### src/rtl/npc_pkg.sv
// Shared NPC core definitions: fetch FSM encoding, bus response codes and reset PC.
package npc_pkg;

   typedef enum logic [1:0] {
      StReq  = 2'd0,
      StWait = 2'd1,
      StHold = 2'd2,
      StIdle = 2'd3
   } fetch_state_e;

   localparam logic [1:0]  RESP_OKAY    = 2'b00;
   localparam logic [31:0] NPC_RESET_PC = 32'h8000_0000;

   function automatic logic word_aligned(input logic [1:0] addr_lo);
      return addr_lo == 2'b00;
   endfunction

endpackage

### src/rtl/inst_fetch_stage.sv
// Multi-cycle instruction fetch: PC -> memory read request -> response -> IDU handshake.
module inst_fetch_stage
   import npc_pkg::*;
#(
   parameter logic [31:0] RESET_PC        = NPC_RESET_PC,
   parameter logic [31:0] FETCH_COUNT_RST = 32'd0
) (
   input  logic        clk,
   input  logic        rst,
   input  logic [31:0] pc_in,
   input  logic        pc_valid,
   output logic        pc_ready,
   output logic [31:0] araddr,
   output logic        arvalid,
   input  logic        arready,
   input  logic [31:0] rdata,
   input  logic [1:0]  rresp,
   input  logic        rvalid,
   output logic        rready,
   output logic [31:0] inst,
   output logic [31:0] inst_pc,
   output logic        inst_err,
   output logic        inst_valid,
   input  logic        inst_ready,
   output logic [31:0] fetch_count
);

   fetch_state_e state_q, state_d;
   logic [31:0]  pc_q, pc_d;
   logic [31:0]  araddr_q, araddr_d;
   logic [31:0]  inst_q, inst_d;
   logic         inst_err_q, inst_err_d;
   logic [31:0]  fetch_count_q, fetch_count_d;

   always_comb begin
      state_d       = state_q;
      pc_d          = pc_q;
      araddr_d      = araddr_q;
      inst_d        = inst_q;
      inst_err_d    = inst_err_q;
      fetch_count_d = fetch_count_q;
      arvalid       = 1'b0;
      rready        = 1'b0;
      inst_valid    = 1'b0;
      pc_ready      = 1'b0;

      case (state_q)
         StReq: begin
            arvalid = 1'b1;
            if (arready) begin
               state_d = StWait;
            end
         end
         StWait: begin
            rready = 1'b1;
            if (rvalid) begin
               inst_d     = rdata;
               inst_err_d = (rresp != RESP_OKAY);
               state_d    = StHold;
            end
         end
         StHold: begin
            inst_valid = 1'b1;
            if (inst_ready) begin
               fetch_count_d = fetch_count_q + 32'd1;
               state_d       = StIdle;
            end
         end
         StIdle: begin
            pc_ready = 1'b1;
            if (pc_valid) begin
               pc_d     = pc_in;
               araddr_d = {pc_in[31:2], 2'b00};
               if (word_aligned(pc_in[1:0])) begin
                  state_d = StReq;
               end else begin
                  // Misaligned PC faults locally; the bus never sees it.
                  inst_d     = 32'd0;
                  inst_err_d = 1'b1;
                  state_d    = StHold;
               end
            end
         end
         default: begin
            state_d = StReq;
         end
      endcase
   end

   always_ff @(posedge clk) begin
      if (rst) begin
         state_q       <= StReq;
         pc_q          <= RESET_PC;
         araddr_q      <= {RESET_PC[31:2], 2'b00};
         inst_q        <= 32'd0;
         inst_err_q    <= 1'b0;
         fetch_count_q <= FETCH_COUNT_RST;
      end else begin
         state_q       <= state_d;
         pc_q          <= pc_d;
         araddr_q      <= araddr_d;
         inst_q        <= inst_d;
         inst_err_q    <= inst_err_d;
         fetch_count_q <= fetch_count_d;
      end
   end

   assign araddr      = araddr_q;
   assign inst        = inst_q;
   assign inst_pc     = pc_q;
   assign inst_err    = inst_err_q;
   assign fetch_count = fetch_count_q;

endmodule

### config.mk
export PLATFORM = sky130hd
export DESIGN_NAME = inst_fetch_stage
export DESIGN_NICKNAME = d
export VERILOG_FILES = /design/src/rtl/npc_pkg.sv /design/src/rtl/inst_fetch_stage.sv
export SDC_FILE = /design/constraint.sdc
export NUM_CORES = 1
export LEC_CHECK = 0
export BUFFER_PORTS_ARGS = -buffer_cell sky130_fd_sc_hd__buf_4
export CORE_ASPECT_RATIO = 0.6
export CORE_MARGIN = 1.5
export CORE_UTILIZATION = 25
export CTS_BUF_LIST = sky130_fd_sc_hd__clkbuf_4 sky130_fd_sc_hd__clkbuf_8 sky130_fd_sc_hd__clkbuf_16
export DETAILED_ROUTE_END_ITERATION = 6
export PLACE_DENSITY_LB_ADDON = 0.25
export REMOVE_ABC_BUFFERS = 1
export SYNTH_ARGS = -nofsm -noshare
export SYNTH_HDL_FRONTEND = slang
export SYNTH_SLANG_ARGS = --single-unit
### constraint.sdc
create_clock -name clk -period 6.26 [get_ports clk]
set_input_delay 1.252 -clock clk [delete_from_list [all_inputs] [get_ports clk]]
set_output_delay 1.252 -clock clk [all_outputs]
set_load 0.05 [all_outputs]
==> results.toml, run 1 <==
[run_status]
outcome = "completed"

[clock_tree]
clock_path_buffers = 2
cts_tree = "yes"
insertion_delay_ns = 0.35
ctsHoldBuffers = 0
cts.sinks = 99
post_cts_buffers = 0
root_buffer = "clkbuf_16"
clk_pin_slew_worst_paths_ns = 0.07
cts_buffers = 9
cts-resized-gates = 0
cts_max_level = 3

[detailed_routing]
drtPass1Iterations = 4
wl_um = 12990
drt_iter0_drc = 242
post_drt_via_cell_ratio = 4.658
vias = 4197
wl_per_cell_um = 14.41
drc = 0
ant_nets = 0

[power]
leakage_nw = 2.416
powerDensity_nw_per_um2 = 247.6
power.total_mw = 1.473
combPwrFrac_pct = 13.0
power_frac_clock_pct = 42.3
netSwitchingFraction_pct = 26.62
power.switching_uw = 392.1
seq_power_share_pct = 44.7
p_int_mw = 1.081
ir_worst_vdd_mv = 0.1205

[logic_synthesis]
synth_top_area_share_pct = 47.44
ys.flop_type = "dfxtp_1"
ys_seq_area_share_pct = 47.44
syn_avg_cell_area_um2 = 8.050
ys_async_sr_fraction_pct = 0
yosys.area.top_type = "dfxtp_1"
netlist_instances = 519
synth.most_common_cell = "nand2_1"
synthTopCellsByArea = "dfxtp_1, a21oi_1, nand2_1, buf_4, nand3_1"
ys_types = 34
synth_edf_count = 0
ys.warnings.count = 0
synth.ff_latch_count = 99
syn_area_um2 = 4178
synth_commonest_cells = "nand2_1, dfxtp_1, a21oi_1"

[finish]
drive_above_1_share_pct = 33.58
antenna_cells = 0
nets = 741
post-route-util_pct = 36.49
syn_to_final_growth_pct = 42.44
num-fill-cells = 1668

[sta]
max_freq_mhz = 283.9
slew_violations = 0
slew_headroom_pct = 18.36
final-hold-violation-count = 0
fin_tns_setup_ns = 0
worst_pin_slew_ns = 1.225
fin_skew_ns = 0.009826
rsz0062_at_grt = "false"
min_period_over_period_pct = 56.27
finalSetupViolCount = 0
fin_crit_ns = 3.522

[place]
io_buffers = 202
place_congestion = 0.7513
dp_hpwl_um = 9224

[critical_path]
path_max_fanout = 33
slowest_delay_ns = 0.75
cp.required_ns = 5.01
cp_data_arrival_time_ns = 2.27
worst_setup_path_start_kind = "register"
worstRegToRegCells = 5
cp_slowest_cell = "nand2_1"
crit_chain = "nand2_1 -> inv_1 -> buf_4"
path_class = "register to output pin"
endpoint_kind = "output pin"

[grt]
grt_pass1_vias = 3845
grt_pass1_wl_um = 19890
overflow = 0
grt_max_degree = 70
antenna_found_initial = 0
grtUsageTotal_pct = 14.56

[floorplan]
placeableCoreArea_um2 = 16310
die_y_um = 103.1
row_count = 36
dieWidth_um = 169.9
io_pins = 205
die_area_um2 = 17520
initial_utilization_pct = 25.62

[worst_hold_path]
min_path_cells = 2
holdCritPathClass = "register to register"

[run]
cap_viol_max_count = 0
==> per-stage QoR <==
stage / cell area [µm²] / hold WS [ns] / setup WS (ns) / cells
detailed placement: 5622 / 0.4474 / 3.070 / 885
floorplan: 3801 / 0.6096 / 3.368 / 453
CTS: 5951 / 0.4579 / 2.722 / 901
global placement: 5622 / 0.4385 / 3.125 / 885
global route: 5951 / 0.4740 / 2.578 / 901
finish: 5951 / 0.4552 / 2.738 / 901
==> critical path: cells and delay by family, from the launching register on <==
| family | cells | cell delay [ns] |
|---|---|---|
| and+or+nand+nor | 1 | 0.75 |
| buffers and inverters | 2 | 0.61 |
| DFF | 1 | 0.57 |
==> registers in the layout, indices dropped and copies added, names as in the netlist <==
name,cells
fetch_count,32
inst_err,1
inst,32
inst_pc,32
state_q,2
==> per-layer routing <==
layer	wire length, µm	global-route usage [%]	vias to the layer above	share of wire (%)
met4	155	3.948	0	1.2
met3	915	4.453	13	7.0
met1	6115	19.20	1972	47
met5	0	0	-	0
li1	-	-	2058	-
met2	5800	23.17	154	45
==> path summary, 6_finish.rpt <==
path                                    end  slack [ns]        from
worst max-delay path               pc_ready        2.74  state_q[1]
worst min register to register   inst_pc[0]        0.46  inst_pc[0]
worst min-delay path             inst_pc[0]        0.46  inst_pc[0]
worst max register to register  inst_pc[26]        3.34  state_q[1]
==> cells by family (layout without fill, tap and decap cells) <==
group	after synthesis	count (layout)	synth area share (%)
xor gates and xnor gates	9	9	1.887
buffers and inverters	74	227	9.733
muxes	1	1	0.2695
adders and majority gates	1	1	0.2994
and+or+nand+nor	220	220	25.46
other	1	2	0.08976
AOI/OAI and AO/OA	114	114	14.82
DFF	99	99	47.44
==> power groups by stage <==
stage	clock network, mW	registers (mW)	logic, mW
6_report	0.623	0.658	0.192
5_1_grt	0.665	0.660	0.203
4_1_cts	0.640	0.658	0.193
3_5_place_dp	0	0.672	0.193
3_3_place_gp	0	0.671	0.192
2_1_floorplan	0	0.728	0.0459
==> layout by cell type (no fill, tap or decap), types with 4 or more instances in the layout <==
cell,count
and4_1,4
nor2b_1,4
nand2_1,110
or3_1,5
nor4_1,5
nand3_1,42
or4_1,16
buf_4,204
o31ai_1,14
clkbuf_16,9
nor2_1,15
nor3_1,5
a21oi_1,87
nand4_1,6
o21ai_0,8
dfxtp_1,99
inv_1,7
xnor2_1,7
==> final cells by class <==
| class | instances | area [µm²] | share of cell area (%) |
|---|---|---|---|
| Clock inverter | 5 | 82.58 | 1.388 |
| Tap cell | 228 | 285.3 | 4.794 |
| Clock buffer | 11 | 246.5 | 4.142 |
| Multi-Input combinational cell | 347 | 1797 | 30.19 |
| Sequential cell | 99 | 1982 | 33.31 |
| Inverter | 7 | 26.28 | 0.4415 |
| Timing Repair Buffer | 204 | 1531 | 25.74 |
Power figures use the tool's default switching activity.
==> run 2, diff against run 1 <==
ABC_AREA = 1   (was not set)
clock period = 2.8 ns   (was 6.26 ns; I/O delays follow)
==> run 2 against run 1 <==
Net effect:
- non-clock buffer count grew 4
- register-to-register slack got worse by 2.6 ns
- final area up 6.2%
- final cell count is 17% higher
- routed wire length rose by 7.4%
- worst setup slack got worse by 2.1 ns
==> results.toml, run 2 <==
[logic_synthesis]
synth_commonest_cells = "nand2_1, dfxtp_1, nor2_1"
synth_compound_area_share_pct = 11.11
ys_seq_area_share_pct = 43.43
synth_top_area_share_pct = 43.43
ys_async_sr_fraction_pct = 0
syn_area_um2 = 4563
yosys.area.top_type = "dfxtp_1"
synth.most_common_cell = "nand2_1"
ys.flop_type = "dfxtp_1"
synth.ff_latch_count = 99
synthAdderAreaFrac_pct = 0.2742
ys_types = 33
synth_edf_count = 0
synthSimpleGateAreaFrac_pct = 32.14
ys.warnings.count = 0
synth-xor-area-share_pct = 0.5758
yosys-mux-area-fraction_pct = 0
netlist_instances = 650
synth_top_family_by_area = "simple AND/OR/NAND/NOR gates"
synthTopCellsByArea = "dfxtp_1, nand2_1, nor2_1, buf_4, a21oi_1"
syn_avg_cell_area_um2 = 7.020

[grt]
busiest_layer = "met1"
use_met3_pct = 4.167
grt_util_met2_pct = 20.76
grt_max_degree = 75
grt_use_met1_pct = 21.20
overflow = 0
antenna_found_initial = 0
grt_pass1_vias = 4057
grt_pass1_wl_um = 21610
grtUsageTotal_pct = 14.54

[finish]
final_common_cell = "buf_4"
post-route-util_pct = 35.18
nets = 884
drive_above_1_share_pct = 29.90
layout_common_cells = "buf_4, nand2_1, dfxtp_1"
design_area_um2 = 6322
antenna_cells = 0
syn_to_final_growth_pct = 38.55

[sta]
slew_violations = 0
slew_headroom_pct = 43.36
fin_crit_ns = 2.133
final-hold-violation-count = 0
fin_skew_ns = 0.004148
min_period_over_period_pct = 76.19
worst_pin_slew_ns = 0.8496
max_freq_mhz = 468.7
finalSetupViolCount = 0
rsz0062_at_grt = "false"

[clock_tree]
insertion_delay_ns = 0.34
clk_pin_slew_worst_paths_ns = 0.07
cts.sinks = 99
cts-resized-gates = 0
root_buffer = "clkbuf_16"
post_cts_buffers = 0
clock_path_buffers = 2
cts_tree = "yes"
ctsHoldBuffers = 0
cts_max_level = 3
cts_buffers = 9

[critical_path]
path_class = "register to output pin"
path_max_fanout = 36
endpoint_kind = "output pin"
cp.required_ns = 2.24
cp_data_arrival_time_ns = 1.57
worst_setup_path_start_kind = "register"

[detailed_routing]
drtPass1Iterations = 4
wl_um = 13950
vias = 4519
wl_per_cell_um = 13.21
drc = 0
drt_iter0_drc = 333
ant_nets = 0
post_drt_via_cell_ratio = 4.279

[place]
dpl_cell_area_um2 = 6042
io_buffers = 202
dp_hpwl_um = 10200
place_congestion = 0.7884

[run]
cap_viol_max_count = 0

[floorplan]
die_area_um2 = 19100
dieWidth_um = 177.4
placeableCoreArea_um2 = 17970
initial_utilization_pct = 25.39
row_count = 38
io_pins = 205
die_y_um = 107.7

[power]
leakage_nw = 2.905
ir_worst_vdd_mv = 0.3957
powerDensity_nw_per_um2 = 832.9

[worst_hold_path]
holdCritPathClass = "primary input to register"

[run_status]
outcome = "completed"
run 2: critical path, cell delays in order (launching register included):
cell and delay (ns):
dfxtp_1 0.54, nand2_4 0.33, inv_1 0.15, buf_4 0.21
run 2: kinds of logic after synthesis:
group	count (synthesis)
simple gates	343
buf+inv	105
flops	99
compound gates	98
xor+xnor	3
fa+ha+maj	1
other cells	1
run 2: layer usage:
metal,vias up,share of wire [%]
met5,-,0
met4,0,0.85
met3,11,6.9
met2,162,40
met1,1998,53
li1,2348,-
run 2: cell type report:
cell class                 instances  area [µm²]
fill                            1937       11650
multi-input combinational        447        2026
sequential                        99        1982
timing repair buffer             208        1562
clock inverter                     5       40.04
inverter                          46       172.7
tap                              240       300.3
clock buffer                      11       240.2
run 2: worst paths after layout:
path	start	to	slack, ns	depth (start not counted)
setup / recovery	state_q[1]	pc_ready	0.67	3
setup reg to reg	state_q[1]	inst[5]	0.76	6
hold / removal	pc_in[31]	inst_pc[31]	0.41	3
hold reg to reg	inst_pc[1]	inst_pc[1]	0.47	2
run 2: power breakdown:
group | internal (mW) | switching (mW) | leakage, nW | total (mW)
logic | 0.662 | 1.60 | 1.97 | 2.26
registers | 1.65 | 0.164 | 0.805 | 1.81
clock network | 0.627 | 0.563 | 0.129 | 1.19
run 2: stage by stage:
step	setup slack (ns)	hold WS, ns	TNS (ns)	std cells	power (mW)
2_1_floorplan	-0.2510	0.5799	-6.775	592	3.390
3_3_place_gp	0.8410	0.4557	0	1040	4.122
3_5_place_dp	0.7357	0.4580	0	1040	4.125
4_1_cts	0.6101	0.3916	0	1056	5.350
5_1_grt	0.5280	0.4090	0	1056	5.573
6_report	0.6666	0.4132	0	1056	5.266
==> run 3, diff against run 2 <==
ABC_AREA = 0   (was 1)
clock period = 1.9 ns   (was 2.8 ns; I/O delays follow)
==> run 3 against run 2 <==
Net effect:
- the flow now finishes with violations (negative setup slack)
- register-to-register slack got worse by 0.81 ns
- sequential cell count unchanged
- first-iteration DRC count shrank 47%
- highest routed layer unchanged
- clock power up 75%
- routed wire length is 2.0% lower
- clock skew grew 0.0052 ns
- non-clock buffer count rose by 42
- utilization grew 5.1 points
- worst setup slack got worse by 0.71 ns
- combinational power decreased by 70%
- global-route usage up 0.48 points
- final area up 3.9%
==> results.toml, run 3 (same netlist as run 1, synthesis figures left out) <==
[run_status]
outcome = "finished with violations"
violations = "negative setup slack"

[grt]
grt_pass1_wl_um = 20530
overflow = 0
grt_max_degree = 35
grt_pass1_vias = 4011
antenna_found_initial = 0
grtUsageTotal_pct = 15.02

[detailed_routing]
ant_nets = 0
wl_per_cell_um = 14.43
vias = 4298
drc = 0
drtPass1Iterations = 4
wl_um = 13670
drt_iter0_drc = 177
post_drt_via_cell_ratio = 4.539

[clock_tree]
cts_max_level = 3
clock_path_buffers = 2
insertion_delay_ns = 0.35
cts.sinks = 99
cts_buffers = 9
clk_pin_slew_worst_paths_ns = 0.08
cts_tree = "yes"
ctsHoldBuffers = 0
root_buffer = "clkbuf_16"

[finish]
nets = 787
antenna_cells = 0
num-fill-cells = 1653
final_common_cell = "buf_4"
design_area_um2 = 6568
layout_common_cells = "buf_4, nand2_1, dfxtp_1"
syn_to_final_growth_pct = 57.20
drive_above_1_share_pct = 42.28

[sta]
finalSetupViolCount = 15
max_freq_mhz = 513.3
final-hold-violation-count = 0
min_period_over_period_pct = 102.5
fin_crit_ns = 1.948
slew_violations = 0
rsz0062_at_grt = "true"
fin_ws_ns = -0.04818
fin_skew_ns = 0.009334

[critical_path]
worst_setup_path_start_kind = "register"
crit_path_start = "fetch_count[1]"
path_class = "register to register"
path_max_fanout = 8
endpoint_kind = "register"
regToRegStartpoint = "fetch_count[1]"
cp.required_ns = 2.18
cp_data_arrival_time_ns = 2.23

[run]
cap_viol_max_count = 0

[worst_hold_path]
hold_path.startpoint = "pc_in[31]"
holdCritPathClass = "primary input to register"

[place]
io_buffers = 202
place_congestion = 0.7857
dpl_cell_area_um2 = 5922
dp_hpwl_um = 9636

[floorplan]
placeableCoreArea_um2 = 16310
die_area_um2 = 17520
row_count = 36
die_y_um = 103.1
initial_utilization_pct = 25.62
dieWidth_um = 169.9
io_pins = 205

[power]
ir_worst_vdd_mv = 0.3819
leakage_nw = 2.737
powerDensity_nw_per_um2 = 748.5
power.total_mw = 4.916
run 3: layer usage:
layer | GRT usage [%] | share of wire (%)
met1 | 19.77 | 48
met2 | 23.99 | 45
met3 | 4.261 | 5.8
met4 | 4.629 | 1.6
met5 | 0 | 0
run 3: cell type report:
cell class / instances / area (µm²) / area share, %
clock buffer: 10 / 239.0 / 3.639
clock inverter: 6 / 96.34 / 1.467
inverter: 7 / 26.28 / 0.4001
multi-input combinational: 347 / 1939 / 29.53
sequential: 99 / 1993 / 30.35
tap: 228 / 285.3 / 4.344
timing repair buffer: 250 / 1988 / 30.27
run 3: worst max-delay path, cell delays in order, from the launching register on:
cell	delay, ns
dfxtp_4	0.37
ha_4	0.15
nand2_4	0.04
or4_4	0.54
buf_8	0.17
or4_4	0.48
a21oi_2	0.13
run 3: report_power, final:
part           leakage (nW)  internal (mW)  switching (mW)
sequential            0.804           2.12          0.0318
combinational          1.77          0.253           0.431
clock                 0.161           1.21           0.870
total                  2.74           3.58            1.33
run 3: final timing paths:
check / to / slack (ns) / cells past startpoint
worst max-delay path: fetch_count[18] / -0.05 / 6
worst min-delay path: inst_pc[31] / 0.26 / 3
worst max register to register: fetch_count[18] / -0.05 / 6
worst min register to register: inst_pc[0] / 0.45 / 2
run 3: per-stage QoR:
| step | setup TNS [ns] | util (%) | hold WS [ns] | cells | worst slack (ns) |
|---|---|---|---|---|---|
| after global routing | -1.328 | 40.28 | 0.2594 | 947 | -0.1029 |
| after detailed placement | -0.7447 | 36.32 | 0.4472 | 920 | -0.1497 |
| after CTS | -0.1572 | 38.81 | 0.2502 | 939 | -0.04415 |
| after floorplan | -32.90 | - | 0.4491 | 453 | -0.6099 |
| final | -0.4077 | 40.28 | 0.2604 | 947 | -0.04818 |
| after global placement | -0.1122 | 36.32 | 0.4391 | 920 | -0.07146 |
run 3: repair_timing:
item	CTS	global route
pin swaps	2	21
buffers inserted	2	6
cloned	1	2
gates resized for setup	12	39
setup endpoints to repair	10	19
